<file path="src/rtl/multdiv_pkg.sv">
// multdiv_pkg
// Shared definitions for the iterative multiply/divide unit:
//   - MIPS Funct codes the unit decodes for itself
//   - FSM state encoding (IDLE -> RUN -> FIX -> IDLE)
package multdiv_pkg;

    localparam logic [5:0] FUNCT_MULT  = 6'd24;
    localparam logic [5:0] FUNCT_MULTU = 6'd25;
    localparam logic [5:0] FUNCT_DIV   = 6'd26;
    localparam logic [5:0] FUNCT_DIVU  = 6'd27;
    localparam logic [5:0] FUNCT_MTHI  = 6'd17;
    localparam logic [5:0] FUNCT_MTLO  = 6'd19;

    typedef enum logic [1:0] {
        IDLE,
        RUN,
        FIX
    } state_e;

endpackage

</file>
<file path="src/rtl/multdiv_signfix.sv">
// multdiv_signfix
// Combinational sign handling for the multiply/divide unit.
//   Accept side: turns the raw operands into magnitudes for the unsigned
//   iterative core and works out the result signs.
//   FIX side:    applies the latched signs to product, quotient, remainder.
// Ports:
//   opA_i, opB_i     raw operands (WIDTH)
//   signedOp_i       1 for mult/div, 0 for multu/divu
//   magA_o, magB_o   operand magnitudes (raw values for unsigned ops)
//   negRes_o         product/quotient must be negated (operand signs differ)
//   negRem_o         remainder must be negated (dividend negative)
//   negResQ_i        latched negRes, used in FIX
//   negRemQ_i        latched negRem, used in FIX
//   prod_i           unsigned 2*WIDTH product of the magnitudes
//   quot_i, rem_i    unsigned quotient / remainder of the magnitudes
//   prodFix_o, quotFix_o, remFix_o   sign-corrected results
module multdiv_signfix #(
    parameter int WIDTH = 32
) (
    input  logic [WIDTH-1:0]   opA_i,
    input  logic [WIDTH-1:0]   opB_i,
    input  logic               signedOp_i,
    output logic [WIDTH-1:0]   magA_o,
    output logic [WIDTH-1:0]   magB_o,
    output logic               negRes_o,
    output logic               negRem_o,
    input  logic               negResQ_i,
    input  logic               negRemQ_i,
    input  logic [2*WIDTH-1:0] prod_i,
    input  logic [WIDTH-1:0]   quot_i,
    input  logic [WIDTH-1:0]   rem_i,
    output logic [2*WIDTH-1:0] prodFix_o,
    output logic [WIDTH-1:0]   quotFix_o,
    output logic [WIDTH-1:0]   remFix_o
);

    logic negA;
    logic negB;

    // The most-negative value maps onto itself under negation, which read
    // as unsigned is exactly its magnitude, so no extra bit is needed.
    always_comb begin
        negA     = signedOp_i & opA_i[WIDTH-1];
        negB     = signedOp_i & opB_i[WIDTH-1];
        magA_o   = negA ? -opA_i : opA_i;
        magB_o   = negB ? -opB_i : opB_i;
        negRes_o = negA ^ negB;
        negRem_o = negA;
    end

    // Remainder follows the dividend, product and quotient follow the
    // xor of the operand signs.
    always_comb begin
        prodFix_o = negResQ_i ? -prod_i : prod_i;
        quotFix_o = negResQ_i ? -quot_i : quot_i;
        remFix_o  = negRemQ_i ? -rem_i  : rem_i;
    end

endmodule

</file>
<file path="src/rtl/multdiv_unit.sv">
// multdiv_unit
// Iterative multiply/divide unit with its own HI/LO pair for the
// multi-cycle MIPS datapath. Executes mult/multu/div/divu in WIDTH+1
// edges (shift-add multiply, restoring divide) and services mthi/mtlo
// with no stall. The control FSM stalls on busy.
// Ports:
//   clk     rising-edge clock
//   reset   asynchronous, active-low; clears all state
//   start   request, sampled only in IDLE
//   Funct   MIPS funct field (24/25/26/27 mult/multu/div/divu, 17 mthi, 19 mtlo)
//   OpA     multiplicand / dividend / mthi-mtlo source
//   OpB     multiplier / divisor
//   busy    operation in flight
//   done    one-cycle pulse after HI/LO are written by mult/div
//   Hi, Lo  HI/LO registers
// Configuration macro:
//   MULTDIV_FAST_MULT_EN  mult/multu use a single-cycle combinational
//                         multiply and finish at E1; divides unchanged.
module multdiv_unit
    import multdiv_pkg::*;
#(
    parameter int WIDTH = 32
) (
    input  logic             clk,
    input  logic             reset,
    input  logic             start,
    input  logic [5:0]       Funct,
    input  logic [WIDTH-1:0] OpA,
    input  logic [WIDTH-1:0] OpB,
    output logic             busy,
    output logic             done,
    output logic [WIDTH-1:0] Hi,
    output logic [WIDTH-1:0] Lo
);

    localparam int CNT_W = $clog2(WIDTH + 1);

    state_e               stateQ;
    logic [CNT_W-1:0]     cntQ;
    logic                 isDivQ;
    logic                 negResQ;
    logic                 negRemQ;
    logic                 busyQ;
    logic                 doneQ;
    logic [WIDTH-1:0]     hiQ;
    logic [WIDTH-1:0]     loQ;
    logic [WIDTH-1:0]     mcandQ;
    logic [2*WIDTH-1:0]   accQ;
    logic [WIDTH-1:0]     remQ;

    logic                 isMulOp;
    logic                 isDivOp;
    logic                 signedOp;
    logic [WIDTH-1:0]     magA;
    logic [WIDTH-1:0]     magB;
    logic                 negRes;
    logic                 negRem;
    logic [2*WIDTH-1:0]   prodFix;
    logic [WIDTH-1:0]     quotFix;
    logic [WIDTH-1:0]     remFix;

    logic [WIDTH:0]       mulSum;
    logic [2*WIDTH-1:0]   mulNext;
    logic [WIDTH:0]       divShift;
    logic [WIDTH:0]       divDiff;
    logic [WIDTH-1:0]     divRemNext;
    logic [WIDTH-1:0]     divQuotNext;

`ifdef MULTDIV_FAST_MULT_EN
    logic [2*WIDTH-1:0]   fastProd;

    always_comb begin
        fastProd = {{WIDTH{1'b0}}, magA} * {{WIDTH{1'b0}}, magB};
    end
`endif

    always_comb begin
        isMulOp  = (Funct == FUNCT_MULT) || (Funct == FUNCT_MULTU);
        isDivOp  = (Funct == FUNCT_DIV)  || (Funct == FUNCT_DIVU);
        signedOp = (Funct == FUNCT_MULT) || (Funct == FUNCT_DIV);
    end

    multdiv_signfix #(
        .WIDTH(WIDTH)
    ) u_signfix (
        .opA_i     (OpA),
        .opB_i     (OpB),
        .signedOp_i(signedOp),
        .magA_o    (magA),
        .magB_o    (magB),
        .negRes_o  (negRes),
        .negRem_o  (negRem),
        .negResQ_i (negResQ),
        .negRemQ_i (negRemQ),
        .prod_i    (accQ),
        .quot_i    (accQ[WIDTH-1:0]),
        .rem_i     (remQ),
        .prodFix_o (prodFix),
        .quotFix_o (quotFix),
        .remFix_o  (remFix)
    );

    // One iteration step of each algorithm.
    // Multiply: accQ = {partial sum, remaining multiplier bits}; add the
    // multiplicand when the current multiplier bit is set, shift right.
    // Divide: the remainder shifted left with the next dividend bit forms
    // the WIDTH+1-bit partial remainder; keep the difference when it is
    // non-negative. A zero divisor always "fits", so the quotient becomes
    // all ones and the remainder the dividend without a special case.
    always_comb begin
        mulSum      = {1'b0, accQ[2*WIDTH-1:WIDTH]}
                    + {1'b0, (accQ[0] ? mcandQ : {WIDTH{1'b0}})};
        mulNext     = {mulSum, accQ[WIDTH-1:1]};
        divShift    = {remQ, accQ[WIDTH-1]};
        divDiff     = divShift - {1'b0, mcandQ};
        divRemNext  = divDiff[WIDTH] ? divShift[WIDTH-1:0] : divDiff[WIDTH-1:0];
        divQuotNext = {accQ[WIDTH-2:0], ~divDiff[WIDTH]};
    end

    // Control FSM and datapath registers. Hi/Lo only move on the FIX edge
    // or on an mthi/mtlo accepted in IDLE.
    always_ff @(posedge clk or negedge reset) begin
        if (!reset) begin
            stateQ  <= IDLE;
            cntQ    <= '0;
            isDivQ  <= 1'b0;
            negResQ <= 1'b0;
            negRemQ <= 1'b0;
            busyQ   <= 1'b0;
            doneQ   <= 1'b0;
            hiQ     <= '0;
            loQ     <= '0;
            mcandQ  <= '0;
            accQ    <= '0;
            remQ    <= '0;
        end else begin
            doneQ <= 1'b0;
            case (stateQ)
                IDLE: begin
                    if (start) begin
                        if (Funct == FUNCT_MTHI) begin
                            hiQ <= OpA;
                        end else if (Funct == FUNCT_MTLO) begin
                            loQ <= OpA;
                        end else if (isMulOp || isDivOp) begin
                            isDivQ  <= isDivOp;
                            negResQ <= negRes;
                            negRemQ <= negRem;
                            cntQ    <= '0;
                            busyQ   <= 1'b1;
                            remQ    <= '0;
                            mcandQ  <= isDivOp ? magB : magA;
`ifdef MULTDIV_FAST_MULT_EN
                            if (isMulOp) begin
                                accQ   <= fastProd;
                                stateQ <= FIX;
                            end else begin
                                accQ   <= {{WIDTH{1'b0}}, magA};
                                stateQ <= RUN;
                            end
`else
                            accQ   <= {{WIDTH{1'b0}}, (isDivOp ? magA : magB)};
                            stateQ <= RUN;
`endif
                        end
                    end
                end
                RUN: begin
                    if (isDivQ) begin
                        remQ             <= divRemNext;
                        accQ[WIDTH-1:0]  <= divQuotNext;
                    end else begin
                        accQ <= mulNext;
                    end
                    if (cntQ == CNT_W'(WIDTH - 1)) begin
                        stateQ <= FIX;
                    end else begin
                        cntQ <= cntQ + 1'b1;
                    end
                end
                FIX: begin
                    hiQ    <= isDivQ ? remFix  : prodFix[2*WIDTH-1:WIDTH];
                    loQ    <= isDivQ ? quotFix : prodFix[WIDTH-1:0];
                    doneQ  <= 1'b1;
                    busyQ  <= 1'b0;
                    stateQ <= IDLE;
                end
                default: begin
                    stateQ <= IDLE;
                end
            endcase
        end
    end

    assign busy = busyQ;
    assign done = doneQ;
    assign Hi   = hiQ;
    assign Lo   = loQ;

endmodule

</file>
<file path="config.mk">
export PLATFORM = sky130hd
export DESIGN_NAME = multdiv_unit
export DESIGN_NICKNAME = d
export VERILOG_FILES = /design/src/rtl/multdiv_pkg.sv /design/src/rtl/multdiv_signfix.sv /design/src/rtl/multdiv_unit.sv
export SDC_FILE = /design/constraint.sdc
export NUM_CORES = 1
export LEC_CHECK = 0
export ABC_AREA = 1
export CAP_MARGIN = 20
export CORE_ASPECT_RATIO = 1.5
export CORE_MARGIN = 10
export CORE_UTILIZATION = 30
export CTS_CLUSTER_SIZE = 25
export DETAILED_ROUTE_END_ITERATION = 10
export SLEW_MARGIN = 20
export SYNTH_ARGS = -nofsm -noshare
export SYNTH_HDL_FRONTEND = slang
export SYNTH_SLANG_ARGS = --single-unit
</file>
<file path="constraint.sdc">
create_clock -name clk -period 2.1 [get_ports clk]
set_input_delay 0.63 -clock clk [delete_from_list [all_inputs] [get_ports clk]]
set_output_delay 0.63 -clock clk [all_outputs]
set_load 0.1 [all_outputs]
</file>
==> results.yml <==
status:
  outcome: "finished, violations left"
  violations: "setup timing"
place:
  dp_hpwl_um: 83900
  gp_congestion: 1.02
  placed_area_mm2: 0.0276
  port_buffers: 138
grt:
  grt_pass1_wl_um: 154000
  grt-ovfl-total: 0
  grt_max_degree: 49
  first_global_vias: 25511
  antenna_found_initial: 1
  grt_use_total_pct: 27.9
yosys:
  netlist_instances: 3037
  synthesis.area_mm2: 0.0188
  synth_flop_cell: "dfrtp_1"
  synth_edf_count: 0
  yosys_warnings: 0
  synthDistinctLibCells: 58
  yosys.area.top_type: "dfrtp_1"
  postSynthAreaPerCell_um2: 6.18
  synth-seq-area-share_pct: 27.3
  netlist_top_cells_area: "dfrtp_1 27%, nand2_1 18%, nor2_1 8.1%"
  syn-num-nets: 3181
  async_flop_share_pct: 100
  netlist.area_leader.share_pct: 27.3
  ys_ff_latch: 205
final_layout:
  fillers: 5834
  drive_above_1_share_pct: 42.2
  regArea_mm2: 0.00514
  multi_input_area_mm2: 0.0154
  stdcell_area_mm2: 0.0332
  nets: 4103
  finalCoreUtilization_pct: 53.4
  synthToLayoutAreaGrowth_pct: 76.6
drt:
  dr.pass1.iters: 6
  drcViolationCount: 0
  ant_nets: 0
  detail_route.iter0.violations: 2003
  vias_per_cell: 5.34
  num_vias: 25497
  routedWlPerCell_um: 22.5
  drt-total-wl_um: 108000
sta:
  setup_viol: 89
  relSlewSlack_pct: 46.5
  hold_viol: 0
  tns_ns: -24.84
  slew_violations: 0
  max_freq_ghz: 0.385
  fin_crit_ns: 2.60
  period_share_pct: 124
  rsz0062_at_grt: "yes"
  tightest_slew_ns: 0.801
  postLayoutSetupSlackWorst_ns: -0.497
  skew_ns: 0.0162
critical_path:
  cp_common_cell: "nand2_1"
  critPathBufInv: 4
  rr_endpoint: "accQ[53]$_DFFE_PN0P_"
  worst_setup_path_end_kind: "register"
  crit_chain: "buf_12, buf_16, nand2_1, inv_1, ha_4, nand2_1, o21ai_1, a21oi_1, o21ai_4, nand2_1, nand2_2, a21oi_2, o21ai_2, buf_4, o21ai_1"
  reg2reg_from: "accQ[0]$_DFFE_PN0P_"
  crit_path_max_incr_delay_ns: 0.48
  worstPathArrival_ns: 3.05
  rr_worst_depth: 15
  worstSetupPathType: "reg2reg"
  cp.required_ns: 2.56
  rrSetupSlack_ns: -0.50
  start_kind: "register"
  cp_max_fo: 7
  path_delay_family: "compound AO/OA/AOI/OAI gates"
  critical_path.slowest_cell: "dfrtp_2"
worst_hold_path:
  min_to: "cntQ[1]$_DFFE_PN0P_"
  whs_path_depth: 2
  min-delay-start: "cntQ[1]$_DFFE_PN0P_"
  hold_path.class: "reg2reg"
clock_tree:
  cts_htree_levels: 1
  cts_sinks: 205
  path_clk_slew_ns: 0.07
  cts_buffers: 25
  cts_tree: "done"
  cts_max_path_buffers: 3
  clock_latency_ns: 0.58
  clock-root-buffer: "clkbuf_16"
floorplanning:
  start_util_pct: 30.2
  rows: 112
  die_h_um: 326
  dieArea_mm2: 0.0732
  die_w_um: 224
  io_pins: 139
  core-area_mm2: 0.0621
pwr:
  p_leak_nw: 15.9
  pwr-share-comb_pct: 69.1
  vdd_drop_max_v: 0.000739
  intPower_mw: 20.3
  swShare_pct: 48.1
  p_seq_share_pct: 17.9
  p_per_area_mw_per_mm2: 1180
  power_switching_mw: 18.8
  pwr-share-clk_pct: 13.0
run:
  drv_cap: 0
-- cells in the final DEF, fill, tap and decap left out, types with 29 or more instances in the layout --
| cell type | Yosys | routed |
|---|---|---|
| o21ai_0 | 169 | 96 |
| a221oi_1 | 31 | 29 |
| o21ai_1 | 23 | 49 |
| ha_4 | 0 | 35 |
| nand2_1 | 889 | 683 |
| inv_1 | 307 | 253 |
| buf_6 | 9 | 63 |
| nand3_2 | 2 | 77 |
| buf_12 | 0 | 111 |
| dfrtp_1 | 205 | 195 |
| xor2_1 | 39 | 33 |
| nand3_1 | 290 | 197 |
| nand2_2 | 12 | 143 |
| a21oi_1 | 186 | 105 |
| o21ai_2 | 6 | 39 |
| a21oi_2 | 1 | 67 |
| nand2_4 | 3 | 71 |
| nor2_1 | 406 | 332 |
| nor2_4 | 10 | 43 |
| inv_2 | 8 | 57 |
| clkdlybuf4s50_1 | 0 | 54 |
| nor2_2 | 10 | 51 |
| ha_1 | 69 | 34 |
| buf_4 | 5 | 737 |
-- metrics by stage --
| stage | hold WS (ns) | power (mW) | setup slack [ns] | cells |
|---|---|---|---|---|
| 3_5_place_dp | 0.489 | 26.9 | -0.962 | 4642 |
| 3_3_place_gp | 0.490 | 26.9 | -0.941 | 4642 |
| 2_1_floorplan | 0.334 | 15.8 | -0.0438 | 3037 |
| 5_1_grt | 0.545 | 40.9 | -0.584 | 4778 |
| 6_report | 0.504 | 39.0 | -0.497 | 4778 |
| 4_1_cts | 0.502 | 35.7 | -0.390 | 4750 |
-- worst reg2reg max path: stages, from the launching register on --
cell,delay (ns)
dfrtp_2,0.48
buf_12,0.16
buf_16,0.14
nand2_1,0.09
inv_1,0.08
ha_4,0.31
nand2_1,0.12
o21ai_1,0.24
a21oi_1,0.14
o21ai_4,0.13
nand2_1,0.10
nand2_2,0.10
a21oi_2,0.07
o21ai_2,0.12
buf_4,0.15
o21ai_1,0.05
-- worst max path at each step --
| stage | slack (ns) | startpoint | end | depth (start not counted) |
|---|---|---|---|---|
| 5_1_grt | -0.58 | mcandQ[8]$_DFFE_PN0P_ | remQ[29]$_DFFE_PN0P_ | 13 |
| 6_report | -0.50 | accQ[0]$_DFFE_PN0P_ | accQ[53]$_DFFE_PN0P_ | 15 |
| 3_3_place_gp | -0.94 | OpA[14] | accQ[30]$_DFFE_PN0P_ | 12 |
| 3_5_place_dp | -0.96 | OpA[14] | accQ[30]$_DFFE_PN0P_ | 12 |
| 4_1_cts | -0.39 | mcandQ[0]$_DFFE_PN0P_ | remQ[25]$_DFFE_PN0P_ | 16 |
| 2_1_floorplan | -0.04 | accQ[0]$_DFFE_PN0P_ | accQ[49]$_DFFE_PN0P_ | 13 |
-- Yosys cell counts (7+ instances only) --
master,instances
a21oi_1,186
o21a_1,7
dfrtp_1,205
nand2_2,12
nand3b_1,24
or2_2,10
o211ai_1,23
nor3_1,36
inv_1,307
o221ai_1,17
nand3_1,290
inv_2,8
nand4_1,27
buf_1,13
buf_2,27
nor2_2,10
o22ai_1,11
a221oi_1,31
a31oi_1,19
xnor2_1,17
buf_6,9
clkbuf_1,50
nor2_1,406
o21ai_1,23
xor2_1,39
ha_1,69
nor2_4,10
a22oi_1,28
nand2_1,889
o21ai_0,169
-- per-layer routing --
metal	vias to the layer above	track usage, %	routed length, um
li1	11892	-	-
met1	12032	27.8	36600
met2	1119	49.3	53500
met3	454	3.31	5700
met4	0	26.8	11900
met5	-	0	0
-- sequential cells by signal (all words and copies together) (netlist names), 2 cells and up --
register and cells:
accQ 64, Hi 32, Lo 32, mcandQ 32, remQ 32, cntQ 6, stateQ 2
-- logic make-up (layout without fill, tap and decap cells) --
kind of cell | count (synthesis) | after routing | share of synthesized area (%)
fa+ha+maj | 71 | 71 | 4.81
simple gates | 1737 | 1738 | 39.0
xor+xnor | 56 | 56 | 2.61
flops | 205 | 205 | 27.3
compound gates | 547 | 547 | 17.2
other cells | 0 | 2 | 0
buf+inv | 421 | 1361 | 9.08
-- power by group through the flow --
stage | clock, mW | sequential [mW] | combinational (mW)
after global routing | 5.23 | 7.03 | 28.6
after CTS | 5.08 | 6.89 | 23.7
final | 5.08 | 6.98 | 27.0
after floorplan | 0 | 7.34 | 8.42
after global placement | 0 | 6.79 | 20.1
after detailed placement | 0 | 6.78 | 20.2
-- final cells by class --
class                           instances  share of cell area (%)
Multi-Input combinational cell       2412                    46.3
Timing Repair Buffer                  998                    28.7
Sequential cell                       205                    15.5
Inverter                              317                    3.64
Tap cell                              798                    3.01
Clock buffer                           33                    2.07
Clock inverter                         13                   0.683
Antenna cell                            2                  0.0151
-- repair_timing --
item,in CTS,in global routing
cloned,9,3
hold buffers,1,0
setup endpoints to repair,160,187
resized for setup,552,449
pin swaps,146,194
buffers inserted,66,38
endpoints found under the hold margin,5,0
No activity file was read; power rests on OpenSTA's default activity.
